$ cat config.mk
export PLATFORM = sky130hd
export DESIGN_NAME = uart_rx_fifo
export DESIGN_NICKNAME = d
export VERILOG_FILES = /design/src/rtl/uart_rx_fifo.sv
export SDC_FILE = /design/constraint.sdc
export NUM_CORES = 1
export LEC_CHECK = 0
export ABC_AREA = 1
export BUFFER_PORTS_ARGS = -buffer_cell sky130_fd_sc_hd__clkbuf_2
export CAP_MARGIN = 0
export CORE_UTILIZATION = 65
export DETAILED_ROUTE_END_ITERATION = 8
export HOLD_SLACK_MARGIN = 0.02
export PLACE_DENSITY_LB_ADDON = 0.08
export SKIP_CTS_REPAIR_TIMING = 1
export SLEW_MARGIN = 20
export SYNTH_ARGS = -nofsm -noshare
export SYNTH_HDL_FRONTEND = slang
export SYNTH_SLANG_ARGS = --single-unit
$ cat constraint.sdc
create_clock -name clock -period 3.5 [get_ports clock]
set_clock_uncertainty 0.05 [all_clocks]
set_input_delay 0.7 -clock clock [delete_from_list [all_inputs] [get_ports clock]]
set_output_delay 0.7 -clock clock [all_outputs]
set_load 0.05 [all_outputs]
$ cat src/rtl/uart_rx_fifo.sv
// uart_rx_fifo: 8N1 UART receiver (16x oversampling) feeding a
// first-word-fall-through byte FIFO drained by a read strobe.
// Ports:
//   clock, reset        - system clock, synchronous active-high reset
//   rx_serial           - asynchronous serial line, idle high
//   rd_en               - pop FIFO head (ignored when empty)
//   rd_data, rd_valid   - FIFO head byte and not-empty flag
//   fifo_full           - FIFO holds FIFO_DEPTH entries
//   busy                - frame reception in progress
//   frame_error         - one-cycle pulse, stop bit sampled low
//   overrun             - sticky, byte dropped on full FIFO
module uart_rx_fifo #(
    parameter int CLK_FREQ   = 50000000,
    parameter int BAUD       = 115200,
    parameter int FIFO_DEPTH = 4
) (
    input  logic       clock,
    input  logic       reset,
    input  logic       rx_serial,
    input  logic       rd_en,
    output logic [7:0] rd_data,
    output logic       rd_valid,
    output logic       fifo_full,
    output logic       busy,
    output logic       frame_error,
    output logic       overrun
);

    localparam int DIV_RAW = CLK_FREQ / (BAUD * 16);
    localparam int DIV     = (DIV_RAW < 1) ? 1 : DIV_RAW;
    localparam int DW      = (DIV > 1) ? $clog2(DIV) : 1;
    localparam int AW      = $clog2(FIFO_DEPTH);
    localparam int CW      = AW + 1;

    typedef enum logic [2:0] {
        S_IDLE,
        S_START,
        S_DATA,
        S_STOP,
        S_WAIT_HIGH
    } state_t;

    state_t          state_q, state_d;
    logic            sync1_q, rx_s_q;
    logic [DW-1:0]   div_cnt_q, div_cnt_d;
    logic [3:0]      tick_cnt_q, tick_cnt_d;
    logic [2:0]      bit_cnt_q, bit_cnt_d;
    logic [7:0]      shift_q, shift_d;
    logic            frame_error_q, frame_error_d;
    logic            overrun_q, overrun_d;
    logic [7:0]      mem_q [FIFO_DEPTH];
    logic [7:0]      mem_d [FIFO_DEPTH];
    logic [AW-1:0]   wr_ptr_q, wr_ptr_d;
    logic [AW-1:0]   rd_ptr_q, rd_ptr_d;
    logic [CW-1:0]   count_q, count_d;

    logic tick;
    logic push;
    logic pop;
    logic full;

    assign full        = (count_q == CW'(FIFO_DEPTH));
    assign rd_valid    = (count_q != '0);
    assign fifo_full   = full;
    assign rd_data     = mem_q[rd_ptr_q];
    assign busy        = (state_q != S_IDLE);
    assign frame_error = frame_error_q;
    assign overrun     = overrun_q;

    always_comb begin
        tick          = (div_cnt_q == DW'(DIV - 1));
        pop           = rd_en && rd_valid;
        push          = 1'b0;
        state_d       = state_q;
        div_cnt_d     = tick ? '0 : div_cnt_q + DW'(1);
        tick_cnt_d    = tick ? tick_cnt_q + 4'd1 : tick_cnt_q;
        bit_cnt_d     = bit_cnt_q;
        shift_d       = shift_q;
        frame_error_d = 1'b0;
        overrun_d     = overrun_q;

        unique case (state_q)
            S_IDLE: begin
                // Realign the oversampling grid to the start edge.
                if (!rx_s_q) begin
                    state_d    = S_START;
                    tick_cnt_d = '0;
                    div_cnt_d  = '0;
                end
            end
            S_START: begin
                if (tick && tick_cnt_q == 4'd7) begin
                    if (rx_s_q) begin
                        state_d = S_IDLE;
                    end else begin
                        state_d    = S_DATA;
                        tick_cnt_d = '0;
                        bit_cnt_d  = '0;
                    end
                end
            end
            S_DATA: begin
                if (tick && tick_cnt_q == 4'd15) begin
                    shift_d   = {rx_s_q, shift_q[7:1]};
                    bit_cnt_d = bit_cnt_q + 3'd1;
                    if (bit_cnt_q == 3'd7) begin
                        state_d = S_STOP;
                    end
                end
            end
            S_STOP: begin
                if (tick && tick_cnt_q == 4'd15) begin
                    if (rx_s_q) begin
                        state_d = S_IDLE;
                        // A same-cycle pop frees a slot for this byte.
                        if (!full || pop) begin
                            push = 1'b1;
                        end else begin
                            overrun_d = 1'b1;
                        end
                    end else begin
                        frame_error_d = 1'b1;
                        state_d       = S_WAIT_HIGH;
                    end
                end
            end
            S_WAIT_HIGH: begin
                if (rx_s_q) begin
                    state_d = S_IDLE;
                end
            end
            default: state_d = S_IDLE;
        endcase
    end

    always_comb begin
        mem_d    = mem_q;
        wr_ptr_d = wr_ptr_q;
        rd_ptr_d = rd_ptr_q;
        count_d  = count_q;
        if (push) begin
            mem_d[wr_ptr_q] = shift_q;
            wr_ptr_d        = wr_ptr_q + AW'(1);
        end
        if (pop) begin
            rd_ptr_d = rd_ptr_q + AW'(1);
        end
        if (push && !pop) begin
            count_d = count_q + CW'(1);
        end else if (pop && !push) begin
            count_d = count_q - CW'(1);
        end
    end

    always_ff @(posedge clock) begin
        if (reset) begin
            sync1_q       <= 1'b1;
            rx_s_q        <= 1'b1;
            state_q       <= S_IDLE;
            div_cnt_q     <= '0;
            tick_cnt_q    <= '0;
            bit_cnt_q     <= '0;
            shift_q       <= '0;
            frame_error_q <= 1'b0;
            overrun_q     <= 1'b0;
            wr_ptr_q      <= '0;
            rd_ptr_q      <= '0;
            count_q       <= '0;
            for (int i = 0; i < FIFO_DEPTH; i++) begin
                mem_q[i] <= '0;
            end
        end else begin
            sync1_q       <= rx_serial;
            rx_s_q        <= sync1_q;
            state_q       <= state_d;
            div_cnt_q     <= div_cnt_d;
            tick_cnt_q    <= tick_cnt_d;
            bit_cnt_q     <= bit_cnt_d;
            shift_q       <= shift_d;
            frame_error_q <= frame_error_d;
            overrun_q     <= overrun_d;
            wr_ptr_q      <= wr_ptr_d;
            rd_ptr_q      <= rd_ptr_d;
            count_q       <= count_d;
            mem_q         <= mem_d;
        end
    end

endmodule

Yosys cells after proc, flatten, opt, wreduce, memory -nomap -nowiden
Index checks and enable logic that the tools add are counted.
{"block": "totals", "ff_bits": 66, "mem_count": 0, "mem_bits_ro": 0, "latchBits": 0, "ram_bits": 0, "out_inout_bits": 13, "in_bits": 4}
{"block": "classes", "n_eq_ne": 16, "n_bitwise": 5, "div": 0, "muxes": 33, "n_lt_le_gt_ge": 3, "n_addsub": 7, "reduce_logical": 20, "n_mul": 0, "n_shift": 0}
{"op": "$mux 3", "count": 12}
{"op": "$bwmux 32", "count": 1}
{"op": "$mux 8", "count": 3}
{"op": "$bmux 8 s2", "count": 1}
{"op": "$demux 8 s2", "count": 1}
{"op": "$mux 5", "count": 3}
{"op": "$pmux 3 s5", "count": 1}
{"op": "$ne 2x2->1 const B", "count": 7}
{"op": "$mux 4", "count": 3}
{"op": "$eq 3x3->1 const B", "count": 3}
{"op": "$pmux 4 s2", "count": 1}
{"op": "$reduce_and 4->1", "count": 2}
{"op": "$add 3x1->3 const B", "count": 2}
{"op": "$eq 3x2->1 const B", "count": 2}
{"op": "$ge 3x3->1 const B", "count": 2}
{"op": "$logic_and 1x1->1", "count": 6}
{"op": "$not 2->3", "count": 2}
{"op": "$pmux 3 s2", "count": 1}
{"op": "$reduce_and 6->1", "count": 1}
{"op": "$reduce_bool 3->1", "count": 2}
{"op": "$add 5x1->5 const B", "count": 1}
{"op": "$eq 5x5->1 const B", "count": 1}
{"op": "$mux 1", "count": 5}
{"op": "$add 2x1->2 const B", "count": 2}
{"op": "14 further kinds", "count": 19}

Logic depth before layout (Yosys ltp)
{"block": "logic_depth", "word_depth": 11, "depth_mapped": 15, "depth_no_buf": 15}

Least setup slack after synthesis
OpenSTA, ideal clock, no wires.
{"block": "synth_timing", "kind": "flip-flop to output port", "from": "register rd_ptr_q[0]", "to": "output rd_data[6]", "t_required_ns": 2.750, "t_arrival_ns": 1.725, "n_path_buf": 2, "path_stages_with_launch": 6, "setup_slack_ns": 1.025, "path_cell_list": "dfxtp_1 -> clkbuf_1 -> inv_1 -> clkbuf_1 -> o21ai_0 -> o22ai_1"}
{"block": "synth_between", "elab_chain_cells": 4}
{"element": "start: declaration", "line_no": "54", "text": "logic [AW-1:0] rd_ptr_q, rd_ptr_d;"}
{"element": "start signal: assignment", "line_no": "183", "text": "rd_ptr_q <= rd_ptr_d;"}
{"element": "$not 2->3 (implied by the code)", "line_no": "65", "text": "assign rd_data = mem_q[rd_ptr_q];"}
{"element": "$bmux 8 s2", "line_no": "65"}
{"element": "$mux 8 (implied by the code) (2 in a row)", "line_no": "65"}
{"element": "end: declaration", "line_no": "21", "text": "output logic [7:0] rd_data,"}
No other way between the ends. The select of a mux whose other input is x is not followed.

Worst setup path after layout
{"block": "layout_timing", "from": "register div_cnt_q[0]", "to": "register count_q[2]"}
{"block": "layout_between", "elab_chain_cells": 7, "elab_cells_between_ends": 9, "cone_classes": "eq/ne (1); mux (3); reduce/logical (5)"}
{"element": "start: declaration", "line_no": "45", "text": "logic [DW-1:0] div_cnt_q, div_cnt_d;"}
{"element": "start signal: assignment", "line_no": "176", "text": "div_cnt_q <= div_cnt_d;"}
{"element": "$eq 5x5->1 (*)", "line_no": "71", "text": "tick = (div_cnt_q == DW'(DIV - 1));"}
{"element": "$logic_and 1x1->1 (*)", "line_no": "112", "text": "if (tick && tick_cnt_q == 4'd15) begin"}
{"element": "$mux 1 (*)", "line_no": "112"}
{"element": "$mux 1 (*)", "line_no": "82", "text": "unique case (state_q)"}
{"element": "via push", "line_no": "58", "text": "logic push;"}
{"element": "$logic_not 1->1", "line_no": "150", "text": "end else if (pop && !push) begin"}
{"element": "$logic_and 1x1->1", "line_no": "150"}
{"element": "$reduce_bool 2->1 (no source line)"}
{"element": "end signal: assignment", "line_no": "184", "text": "count_q <= count_d;"}
{"element": "end: declaration", "line_no": "55", "text": "logic [CW-1:0] count_q, count_d;"}
Mark *: on every way through the listed nets, which the timed path passes. The rest lies on a longest branch.
A chain may end at the register's enable or synchronous reset.

==> impl_metrics.csv <==
group,metric,value,unit
status,outcome,"finished, violations left",
status,violations,"DRC",
cts,cts_buffers,9,
floorplanning,rows,24,
detailed_routing,drc_errors,5,
placed_design,place_ws,0.8361,ns
detailed_routing,routed_via_density,5.313,
critical_path,path_max_fanout,9,
timing,hold_viol,0,
timing,finalMaxSlewViolations,0,
timing,slew_headroom,33.78,%
synth,synth_common_cells,"nor2_1 (99), nand2_1 (93), dfxtp_1 (66)",
synth,syn_nets,437,
timing,setup_tns,0,ns
critical_path,crit_type,"reg2reg",
global_routing,overflow,0,
critical_path,regToRegSetupSlack,0.91,ns
min_path,hold_class,"reg2reg",
critical_path,required,3.68,ns
global_routing,grt_pass1_wl,10540,µm
floorplanning,die_area,5003,µm²
power,ir_worst_vdd,438.7,µV
detailed_routing,ant_nets,0,
synth,synth-seq-cells,66,
floorplanning,ioPinCount,17,
cts,clkTransAtPathRegs,0.07,ns
synth,synth-main-ff-cell,"dfxtp_1",
synth,synth_most_common_cell,"nor2_1",
critical_path,regToRegEndpoint,"count_q[2]",
cts,cts_root_buffer,"clkbuf_8",
cts,h-tree-depth,3,
synth,yosys_warnings,0,
synth,synth_cells,422,
placed_design,globalplace.congestion,0.8025,
min_path,whs_path_depth,1,
cts,clockBufferDepth,2,
synth,yosys.area.top_type,"dfxtp_1",
synth,ys_async_sr_fraction,0,%
job,drv_cap,0,
finish,drive_above_1_share,10.61,%
detailed_routing,wirelength,6098,µm
finish,antennaDiodeCount,0,
cts,numClockSinks,66,
timing,worstMarginPinSlew,0.9922,ns
critical_path,critPathCaptureType,"flip-flop",
cts,clk_latency,0.34,ns
global_routing,grt_pass1_vias,2503,
finish,final_nets,453,
timing,max_freq,385.6,MHz
synth,synth_top_area_share,43.03,%
detailed_routing,firstDrtPassIters,9,
global_routing,antenna_found_initial,0,
timing,setup_violations,0,
global_routing,gr-usage-all-layers,26.74,%
critical_path,start_kind,"flip-flop",
synth,synth_edf_count,0,
timing,post-route-min-period,2.593,ns
critical_path,crit_path_start,"div_cnt_q[0]",
cts,cts_tree,"built",
synth,syn_avg_cell_area,7.276,µm²
synth,seq_area_frac_synth,43.03,%
timing,fin_ws,0.9067,ns
detailed_routing,drtIter0Drc,176,
timing,finalCritPeriodShare,74.09,%
floorplanning,core,4444,µm²
finish,area_growth,9.087,%
critical_path,r2r_cells,15,
critical_path,cp.arrival,2.77,ns
synth,synth.distinct_cells,28,
synth,synthesis.area,3070,µm²
power,p_per_area,633.7,nW/µm²
floorplanning,start_util,69.09,%
synth,synth_area_leaders,"dfxtp_1 (43%), nor2_1 (12%), nand2_1 (11%)",
detailed_routing,via_count,2630,
floorplanning,die_w,70.73,µm
global_routing,grt_start_max_net_pins,35,
floorplanning,dieHeight,70.73,µm
placed_design,numPortBuffers,16,
power,p_leak,1.541,nW
critical_path,endpoint,"count_q[2]",
placed_design,dp_hpwl,3978,µm
timing,rsz0062_at_grt,"false",
critical_path,r2r-start,"div_cnt_q[0]",
detailed_routing,wl_per_cell,12.32,µm
kinds of logic (layout without fill, tap and decap cells):
family	count (synthesis)	count (layout)	share of synthesized area [%]
and+or+nand+nor	226	226	32.80
DFF	66	66	43.03
AOI/OAI and AO/OA	60	60	10.15
buffers and inverters	53	74	7.579
adders and majority gates	11	11	4.727
xor gates and xnor gates	6	6	1.711
worst max-delay path, stage by stage (launching register included):
cell     delay [ns]
dfxtp_1        0.33
inv_1          0.06
ha_1           0.16
nand2_1        0.09
nor2_4         0.18
nand2_4        0.11
nor2_8         0.13
nand2_8        0.13
inv_1          0.10
ha_1           0.16
inv_1          0.07
fa_1           0.38
a21oi_1        0.15
o21ai_0        0.12
o21ai_0        0.19
a21oi_1        0.06
where the power goes:
part / internal (mW) / total, mW / switching [mW]
Sequential: 0.786 / 0.820 / 0.0346
Combinational: 0.165 / 0.656 / 0.491
Clock: 0.368 / 0.646 / 0.278
Total: 1.32 / 2.12 / 0.803
sequential cells by signal (all words and copies together) (netlist names):
| register | cells |
|---|---|
| bit_cnt_q | 3 |
| count_q | 3 |
| overrun | 1 |
| mem_q | 32 |
| frame_error | 1 |
| shift_q | 8 |
| div_cnt_q | 5 |
| tick_cnt_q | 4 |
| rd_ptr_q | 2 |
| state_q | 3 |
| wr_ptr_q | 2 |
| sync1_q | 1 |
| rx_s_q | 1 |
metrics by stage:
step / instance area, µm² / power, mW / utilization (%) / hold slack, ns / std cells
after floorplan: 3070 / 1.345 / - / 0.3395 / 422
after global placement: 3152 / 1.470 / 70.92 / 0.3435 / 479
after detailed placement: 3152 / 1.483 / 70.92 / 0.3497 / 479
after CTS: 3349 / 2.124 / 75.37 / 0.3660 / 495
after global routing: 3349 / 2.217 / 75.37 / 0.3754 / 495
final: 3349 / 2.122 / 75.37 / 0.3614 / 495
cells in the final DEF (no fill, tap or decap), types with 4 or more instances in the layout:
cell,instances
nor2_1,99
nand2_1,93
dfxtp_1,66
inv_1,36
o21ai_0,31
a21oi_1,20
clkbuf_2,16
nand3_1,14
clkbuf_8,11
ha_1,10
o22ai_1,8
nor2_8,5
xor2_1,5
nor3_1,4
area by class of cell:
cell class / count / area (µm²)
clock inverters: 2 / 35.03
fillers: 349 / 1095
flip-flops and latches: 66 / 1321
inverters: 39 / 146.4
repair buffers: 19 / 102.6
well taps: 52 / 65.06
multi-input cells: 303 / 1516
clock buffers: 14 / 162.7
worst min-delay path by stage:
stage | start | end | slack (ns)
after CTS | sync1_q | rx_s_q | 0.37
after floorplan | sync1_q | rx_s_q | 0.34
after detailed placement | sync1_q | rx_s_q | 0.35
after global routing | sync1_q | rx_s_q | 0.38
final | sync1_q | rx_s_q | 0.36
after global placement | sync1_q | rx_s_q | 0.34
per-layer routing:
metal	share of wire [%]	GRT usage, %	up-vias
met2	49	46.47	55
met5	0	0	-
met4	2.0	14.22	0
li1	-	-	1355
met1	46	31.25	1210
met3	3.4	5.128	10
No activity file was read; power rests on OpenSTA's default activity.
